File: src/rtl/dilated_tap_scheduler.sv
// Causal dilated 1D convolution sequencer: keeps an H-row history ring, issues
// one row multiply per kernel tap over a shared multiplier, accumulates the K
// lane-wise results and emits one output row per accepted input row.
module dilated_tap_scheduler #(
    parameter int W   = 16,
    parameter int D   = 8,
    parameter int K   = 4,
    parameter int DIL = 2,
    localparam int H  = (K - 1) * DIL + 1,
    localparam int TW = (K > 1) ? $clog2(K) : 1
) (
    input  logic              clk,
    input  logic              rst,
    input  logic [D*W-1:0]    in_data,
    input  logic              in_v,
    output logic              in_ready,
    output logic [D*W-1:0]    mm_a,
    output logic [TW-1:0]     mm_tap,
    output logic              mm_start,
    input  logic [2*D*W-1:0]  mm_out,
    input  logic              mm_out_v,
    output logic [2*D*W-1:0]  out_data,
    output logic              out_v,
    output logic              busy
);

    localparam int PW = (H > 1) ? $clog2(H) : 1;

    typedef enum logic [1:0] {
        S_IDLE  = 2'd0,
        S_ISSUE = 2'd1,
        S_WAIT  = 2'd2,
        S_DONE  = 2'd3
    } state_t;

    // Ring slot read by tap k: (wp - k*DIL) mod H; k*DIL never exceeds H-1.
    function automatic logic [PW-1:0] tap_slot(input logic [PW-1:0] wp, input logic [TW-1:0] k);
        int s;
        s = int'(wp) + H - int'(k) * DIL;
        if (s >= H) begin
            s = s - H;
        end else begin
            s = s;
        end
        return PW'(s);
    endfunction

    // Lane-wise 2W-bit wrapping addition; lanes never carry into each other.
    function automatic logic [2*D*W-1:0] lane_add(input logic [2*D*W-1:0] a, input logic [2*D*W-1:0] b);
        logic [2*D*W-1:0] r;
        r = '0;
        for (int j = 0; j < D; j++) begin
            r[j*2*W +: 2*W] = a[j*2*W +: 2*W] + b[j*2*W +: 2*W];
        end
        return r;
    endfunction

    state_t              state_q, state_d;
    logic [PW-1:0]       wp_q, wp_d;
    logic [TW-1:0]       k_q, k_d;
    logic [2*D*W-1:0]    acc_q, acc_d;
    logic [2*D*W-1:0]    out_data_q, out_data_d;
    logic                out_v_q, out_v_d;
    logic                mm_start_q, mm_start_d;
    logic [D*W-1:0]      mm_a_q, mm_a_d;
    logic [TW-1:0]       mm_tap_q, mm_tap_d;
    logic                busy_q, busy_d;
    logic                in_ready_q, in_ready_d;
    logic                hist_we_d;
    logic [D*W-1:0]      hist_q [H];

    // Next-state logic: FSM transitions, tap counter, accumulator, ring pointer.
    always_comb begin
        state_d   = state_q;
        wp_d      = wp_q;
        k_d       = k_q;
        acc_d     = acc_q;
        hist_we_d = 1'b0;
        case (state_q)
            S_IDLE: begin
                if (in_v) begin
                    hist_we_d = 1'b1;
                    acc_d     = '0;
                    k_d       = '0;
                    state_d   = S_ISSUE;
                end else begin
                    state_d   = S_IDLE;
                end
            end
            S_ISSUE: begin
                state_d = S_WAIT;
            end
            S_WAIT: begin
                if (mm_out_v) begin
                    acc_d = lane_add(acc_q, mm_out);
                    if (k_q == TW'(K - 1)) begin
                        state_d = S_DONE;
                    end else begin
                        k_d     = k_q + TW'(1);
                        state_d = S_ISSUE;
                    end
                end else begin
                    state_d = S_WAIT;
                end
            end
            S_DONE: begin
                wp_d    = (wp_q == PW'(H - 1)) ? '0 : wp_q + PW'(1);
                state_d = S_IDLE;
            end
            default: begin
                state_d = S_IDLE;
            end
        endcase
    end

    // Output next values derived from the next state so every port is registered.
    always_comb begin
        mm_start_d = 1'b0;
        mm_a_d     = '0;
        mm_tap_d   = '0;
        if (state_d == S_ISSUE) begin
            mm_start_d = 1'b1;
            mm_tap_d   = k_d;
            // Tap 0 of a fresh row reads the slot being written this cycle.
            if (state_q == S_IDLE) begin
                mm_a_d = in_data;
            end else begin
                mm_a_d = hist_q[tap_slot(wp_q, k_d)];
            end
        end else begin
            mm_start_d = 1'b0;
        end
        out_v_d    = (state_d == S_DONE);
        out_data_d = (state_d == S_DONE) ? acc_d : out_data_q;
        in_ready_d = (state_d == S_IDLE);
        busy_d     = (state_d != S_IDLE);
    end

    // Control and output registers.
    always_ff @(posedge clk or posedge rst) begin
        if (rst) begin
            state_q    <= S_IDLE;
            wp_q       <= '0;
            k_q        <= '0;
            acc_q      <= '0;
            out_data_q <= '0;
            out_v_q    <= 1'b0;
            mm_start_q <= 1'b0;
            mm_a_q     <= '0;
            mm_tap_q   <= '0;
            busy_q     <= 1'b0;
            in_ready_q <= 1'b1;
        end else begin
            state_q    <= state_d;
            wp_q       <= wp_d;
            k_q        <= k_d;
            acc_q      <= acc_d;
            out_data_q <= out_data_d;
            out_v_q    <= out_v_d;
            mm_start_q <= mm_start_d;
            mm_a_q     <= mm_a_d;
            mm_tap_q   <= mm_tap_d;
            busy_q     <= busy_d;
            in_ready_q <= in_ready_d;
        end
    end

    // History ring; cleared on reset so unwritten slots act as causal zero padding.
    always_ff @(posedge clk or posedge rst) begin
        if (rst) begin
            for (int i = 0; i < H; i++) begin
                hist_q[i] <= '0;
            end
        end else if (hist_we_d) begin
            hist_q[wp_q] <= in_data;
        end
    end

    assign in_ready = in_ready_q;
    assign mm_a     = mm_a_q;
    assign mm_tap   = mm_tap_q;
    assign mm_start = mm_start_q;
    assign out_data = out_data_q;
    assign out_v    = out_v_q;
    assign busy     = busy_q;

endmodule

File: config.mk
export PLATFORM = sky130hd
export DESIGN_NAME = dilated_tap_scheduler
export DESIGN_NICKNAME = d
export VERILOG_FILES = /design/src/rtl/dilated_tap_scheduler.sv
export SDC_FILE = /design/constraint.sdc
export NUM_CORES = 2
export LEC_CHECK = 0
export ABC_AREA = 1
export BUFFER_PORTS_ARGS = -buffer_cell sky130_fd_sc_hd__buf_4
export CAP_MARGIN = 15
export CELL_PAD_IN_SITES_DETAIL_PLACEMENT = 2
export CELL_PAD_IN_SITES_GLOBAL_PLACEMENT = 2
export CORE_MARGIN = 2
export CORE_UTILIZATION = 36
export CTS_BUF_LIST = sky130_fd_sc_hd__clkbuf_8
export DETAILED_ROUTE_END_ITERATION = 12
export PLACE_DENSITY = 0.79
export SYNTH_ARGS = -nofsm -noshare
export SYNTH_HDL_FRONTEND = slang
export SYNTH_SLANG_ARGS = --single-unit
export TNS_END_PERCENT = 1
File: constraint.sdc
create_clock -name clk -period 68.3 [get_ports clk]
set_input_delay 10.245 -clock clk [delete_from_list [all_inputs] [get_ports clk]]
set_output_delay 10.245 -clock clk [all_outputs]
set_load 0.05 [all_outputs]
**Word-level counts from Yosys, hierarchy flattened**

Index checks and enable logic that the tools add are counted.
Widths: inputs -> output; s select.

- Multiplexer cells: 27
- Order comparisons: 4
- Bitwise logic cells: 2
- Add/subtract/negate cells: 13
- Reduce and logical (&&, ||, !) cells: 4
- Equality and inequality tests: 7

Operators with widths:

| cell | count |
|---|---|
| $bwmux 896 | 1 |
| $mux 128 | 5 |
| $mux 256 | 2 |
| $pmux 256 s2 | 1 |
| $bmux 128 s3 | 1 |
| $demux 128 s3 | 1 |
| $add 32x32->32 | 8 |
| $mux 2 | 6 |
| $mux 3 | 4 |
| $eq 2x2->1 const B | 4 |
| $ge 4x4->1 const B | 2 |
| $not 3->4 | 2 |
| $pmux 2 s4 | 1 |
| $ge 5x4->1 const B | 1 |
| $sub 4x3->5 | 1 |
| $add 3x3->4 const B | 1 |
| $eq 2x1->1 const B | 2 |
| $logic_not 2->1 | 2 |
| $lt 4x1->1 const B | 1 |
| $mux 1 | 4 |
| $pmux 2 s2 | 1 |
| $add 3x1->3 const B | 1 |
| $eq 3x3->1 const B | 1 |
| $sub 3x1->3 const B | 1 |
| other kinds (3) | 3 |

- Register bits: 1549
- Input bits: 388
- Word-level logic and storage cells: 75

**Longest topological paths before layout**

- Word-level depth: 15
- Depth in mapped cells: 26
- Gate-level depth less buffers: 22

**Worst setup path before layout**

OpenSTA, ideal clock, no wires.

- Path kind: input to register
- From: input mm_out_v
- To: register mm_a_q[126], in the netlist mm_a[126]
- Arrival: 12692 ps
- Stages: 20
- Slack: 55475 ps
- Path through: inv_2 > nor2_1 > inv_2 > clkbuf_1 > nand2_1 > nand2_1 > inv_1 > fa_1 > nor2_1 > o21ai_1 > nand2_1 > nand2_1 > nand2_2 > buf_6 > buf_2 > buf_2 > o211ai_1 > nand3_1 > nand2_1 > a21oi_1

- Word-level cells in the longest chain between the ends: 13
- Elaborated cells between the ends (all ways): 17

Ends and longest elaborated chain:

| what | line | text |
|---|---|---|
| start: declaration | 21 | `input logic mm_out_v,` |
| $mux 2 (*) | 94 | `if (mm_out_v) begin` |
| $pmux 2 s2 (*) | 79 | `case (state_q)` |
| net k_d[0] | 60 | `logic [TW-1:0] k_q, k_d;` |
| $sub 4x3->5 (*) | 39 | `s = int'(wp) + H - int'(k) * DIL;` |
| $ge 5x4->1 / $sub 3x1->3 (equally long branches) | 40, 41 |  |
| $mux 3 (*) | 40 | `if (s >= H) begin` |
| $mux 3 (*) | 125 | `if (state_q == S_IDLE) begin` |
| $mux 3 (*) | 121 | `if (state_d == S_ISSUE) begin` |
| $not 3->4 (not written as such) (*) | 128 | `mm_a_d = hist_q[tap_slot(wp_q, k_d)];` |
| $bmux 128 s3 (*) | 128 |  |
| $mux 128 (not written as such) (*) (2 in series) | 128 |  |
| $mux 128 (*) | 125 |  |
| $mux 128 (*) | 121 |  |
| net mm_a_d[126] | 65 | `logic [D*W-1:0] mm_a_q, mm_a_d;` |
| end signal: assignment | 161 | `mm_a_q <= mm_a_d;` |
| end: declaration | 65 |  |

Mark *: on every way through the listed nets, which the timed path passes. The rest lies on a longest branch. The select of a mux whose other input is x is not followed.
A chain may end at the register's enable or synchronous reset.

**Worst setup path in the final report**

- From: input in_v
- To: register mm_a_q[86], in the netlist mm_a[86]

- Word-level cells in the longest chain between the ends: 13
- Elaborated cells between the ends (all ways): 17

Ends and longest elaborated chain:

| what | line | text |
|---|---|---|
| start: declaration | 15 | `input logic in_v,` |
| $mux 2 (*) | 81 | `if (in_v) begin` |
| $pmux 2 s2 (*) | 79 |  |
| net k_d[0] | 60 |  |
| $sub 4x3->5 (*) | 39 |  |
| $ge 5x4->1 / $sub 3x1->3 (equally long branches) | 40, 41 |  |
| $mux 3 (*) | 40 |  |
| $mux 3 (*) | 125 |  |
| $mux 3 (*) | 121 |  |
| $not 3->4 (not written as such) (*) | 128 |  |
| $bmux 128 s3 (*) | 128 |  |
| $mux 128 (not written as such) (*) (2 in series) | 128 |  |
| $mux 128 (*) | 125 |  |
| $mux 128 (*) | 121 |  |
| net mm_a_d[86] | 65 |  |

Marks and branches as above.

==> flow_summary.yaml <==
outcome:
  outcome: "finished clean"
layout:
  drive_gt1_share_pct: 10.5
  regArea_sq_um: 38800
  fin_cells: 15336
  layout.nets: 12729
  final_common_cell: "nand2_1"
  mostFrequentLayoutCells: "4536 x nand2_1, 1548 x dfrtp_1, 1061 x nand3_1"
  filler_cell_count: 26985
  multi_input_area_sq_um: 38800
  postLayoutCoreUtil_pct: 42.2
  syn2layout_area_growth_pct: 16.5
timing:
  hold_viol_final: 0
  slew_violations: 0
  fmax_mhz: 64.1
  period_needed_ns: 15.61
  worstMarginPinSlew_ns: 1.43
  finalSetupViolations: 0
  fin_skew_ns: 0.0919
  slew-limit-headroom_pct: 4.77
  worst_hold_slack_ns: 0.479
  setup_ws_ns: 52.69
  fin_crit_sh_pct: 22.9
  rsz0062_at_grt: "no"
  setup_tns_ns: 0
clocking:
  clk_path_buf_depth: 4
  cts_setup_buffers: 0
  hold_buffers: 0
  cts_made_buffers: 309
  cts_tree: "done"
  cts_max_level: 5
  clock_sinks: 1549
  clock_latency_ns: 1.11
  clockRootBuffer: "clkbuf_8"
  post_cts_resized: 0
  clkTransAtPathRegs_ns: 0.06
floorplanning:
  ios: 778
  die_area_sq_um: 236000
  rows: 176
  start_util_pct: 36.3
  core_sq_um: 230000
  die_height_microns: 486
  die_w_microns: 486
global_route:
  gr-usage-all-layers_pct: 30.5
  overflow: 0
  antenna_found_initial: 52
  grt_pass1_wl_microns: 561000
  grt_max_degree: 189
  grt_pass1_vias: 92782
routing:
  viasPerCell: 5.38
  vias: 82492
  ant_nets: 0
  drtIter0Drc: 4306
  wl_per_cell_microns: 23.6
  wirelength_microns: 361000
  drc_errors: 0
  first_pass_iters: 5
synth:
  ys.flop_type: "dfrtp_1"
  synth_nets: 12144
  ys.warnings.count: 0
  ys_seq_area_share_pct: 46.4
  yosysTopAreaCell: "dfrtp_1"
  syn_inst: 11496
  synth_area_sq_um: 83600
  synth_cell_types: 45
  ys_async_sr_fraction_pct: 100
  synth_edf_count: 0
  synth.top_cell.area_share_pct: 46.4
  ys_ff_latch: 1549
  synth.area.top_cells: "dfrtp_1 46%, nand2_1 20%, nand3_1 6.4%"
  avgSynthCellArea_sq_um: 7.27
pwr:
  powerDensity_nw_per_um2: 61.5
  ir_drop_v: 0.000121
  leakagePower_nw: 52.1
worst_setup_path:
  arrival_ns: 16.62
  critPathMaxFanout: 94
  r2r_end: "mm_a[86]$_DFF_PP0_"
  worstSetupPathType: "input pin to register"
  rr_startpoint: "state_q[1]$_DFF_PP0_"
  critPathRequiredTime_ns: 69.30
  rr_worst_depth: 24
  start_kind: "input pin"
  crit_path_end_kind: "register"
  r2r_slack_ns: 61.02
placement:
  dp_hpwl_microns: 239000
  dp.cells: 14796
  preCtsSetupSlack_ns: 51.53
  gp_congestion: 0.922
  portBuffers: 777
worst_hold_path:
  hp-start: "out_data[54]$_DFFE_PP0P_"
  worstHoldEndpoint: "out_data[54]$_DFFE_PP0P_"
  min_delay_path_depth: 2
  min_path_type: "register to register"
flow_run:
  maxCapViolCount: 0
critical path, cell delays in order:
cell and delay, ns:
buf_4 0.10, nor2_2 0.05, nor2_4 0.10, buf_4 0.37, inv_8 0.29, nor2_8 0.27
o21ai_0 0.12, nand2_1 0.16, inv_1 0.09, fa_1 0.38, xnor2_1 0.44, o21ai_1 0.17
nand2_1 0.20, nand2_1 0.16, xor2_4 0.19, buf_12 0.30, inv_4 0.55, buf_4 0.92
buf_4 0.75, nand3_1 0.20, nand3_1 0.14, nand2_1 0.07, inv_1 0.05
worst max-delay path by stage:
stage | from | end | slack (ns) | cells past startpoint
after global routing | in_v | mm_a[74]$_DFF_PP0_ | 52.35 | 23
after detailed placement | in_v | mm_a[74]$_DFF_PP0_ | 51.53 | 23
after floorplan | rst | acc_q[0]$_DFF_PP0_ | 14.36 | 1
final | in_v | mm_a[86]$_DFF_PP0_ | 52.69 | 23
after global placement | in_v | mm_a[76]$_DFF_PP0_ | 51.82 | 23
after CTS | in_v | mm_a[71]$_DFF_PP0_ | 52.71 | 23
cell type report:
type	count	area share (%)
Multi-Input combinational cell	8435	39.9
Sequential cell	1549	39.8
Timing Repair Buffer	854	6.78
Clock buffer	364	5.15
Tap cell	3026	3.89
Inverter	932	3.65
Clock inverter	132	0.712
Antenna cell	44	0.113
per-layer routing:
metal | global-route usage [%] | share of wire [%] | up-vias
met4 | 15.3 | 5.1 | 18
met3 | 4.65 | 4.2 | 660
met1 | 38.7 | 44 | 42212
li1 | - | - | 37902
met5 | 0 | 0.031 | -
met2 | 50.4 | 47 | 1700
per-stage QoR:
step | area, sq um | power [mW]
finish | 97300 | 5.98
global route | 97300 | 6.47
CTS | 97200 | 6.04
detailed placement | 91500 | 5.06
global placement | 91500 | 4.88
floorplan | 83600 | 3.87
report_power, final:
group | total (mW) | internal [mW] | switching, mW
Sequential | 1.54 | 1.29 | 0.252
Clock | 0.923 | 0.497 | 0.426
Combinational | 3.52 | 0.963 | 2.55
Total | 5.98 | 2.75 | 3.23
state kept, by name (all words and copies together) (netlist names):
register,flops
acc_q,256
in_ready,1
hist_q,896
mm_a,128
k_q,2
out_v,1
wp_q,3
state_q,2
mm_tap,2
mm_start,1
out_data,256
busy,1
kinds of logic after synthesis:
family,count (synthesis),share of synthesized area (%)
compound gates,1741,10.9
xor+xnor,110,1.15
fa+ha+maj,260,3.97
buf+inv,1512,7.28
flops,1549,46.4
simple gates,6324,30.3
synthesized netlist by cell type, types with 26 or more instances:
library cell / number
buf_1: 60
ha_1: 251
clkbuf_1: 255
nor3_1: 39
o211ai_1: 57
a21oi_1: 421
xnor2_1: 35
buf_2: 242
o21ai_1: 128
nand2_1: 4537
nand3_1: 1063
nor2_1: 621
dfrtp_1: 1548
inv_1: 919
o21ai_0: 1038
xor2_1: 75
o21bai_1: 26
Note: power is estimated with default switching activity, not from simulation.
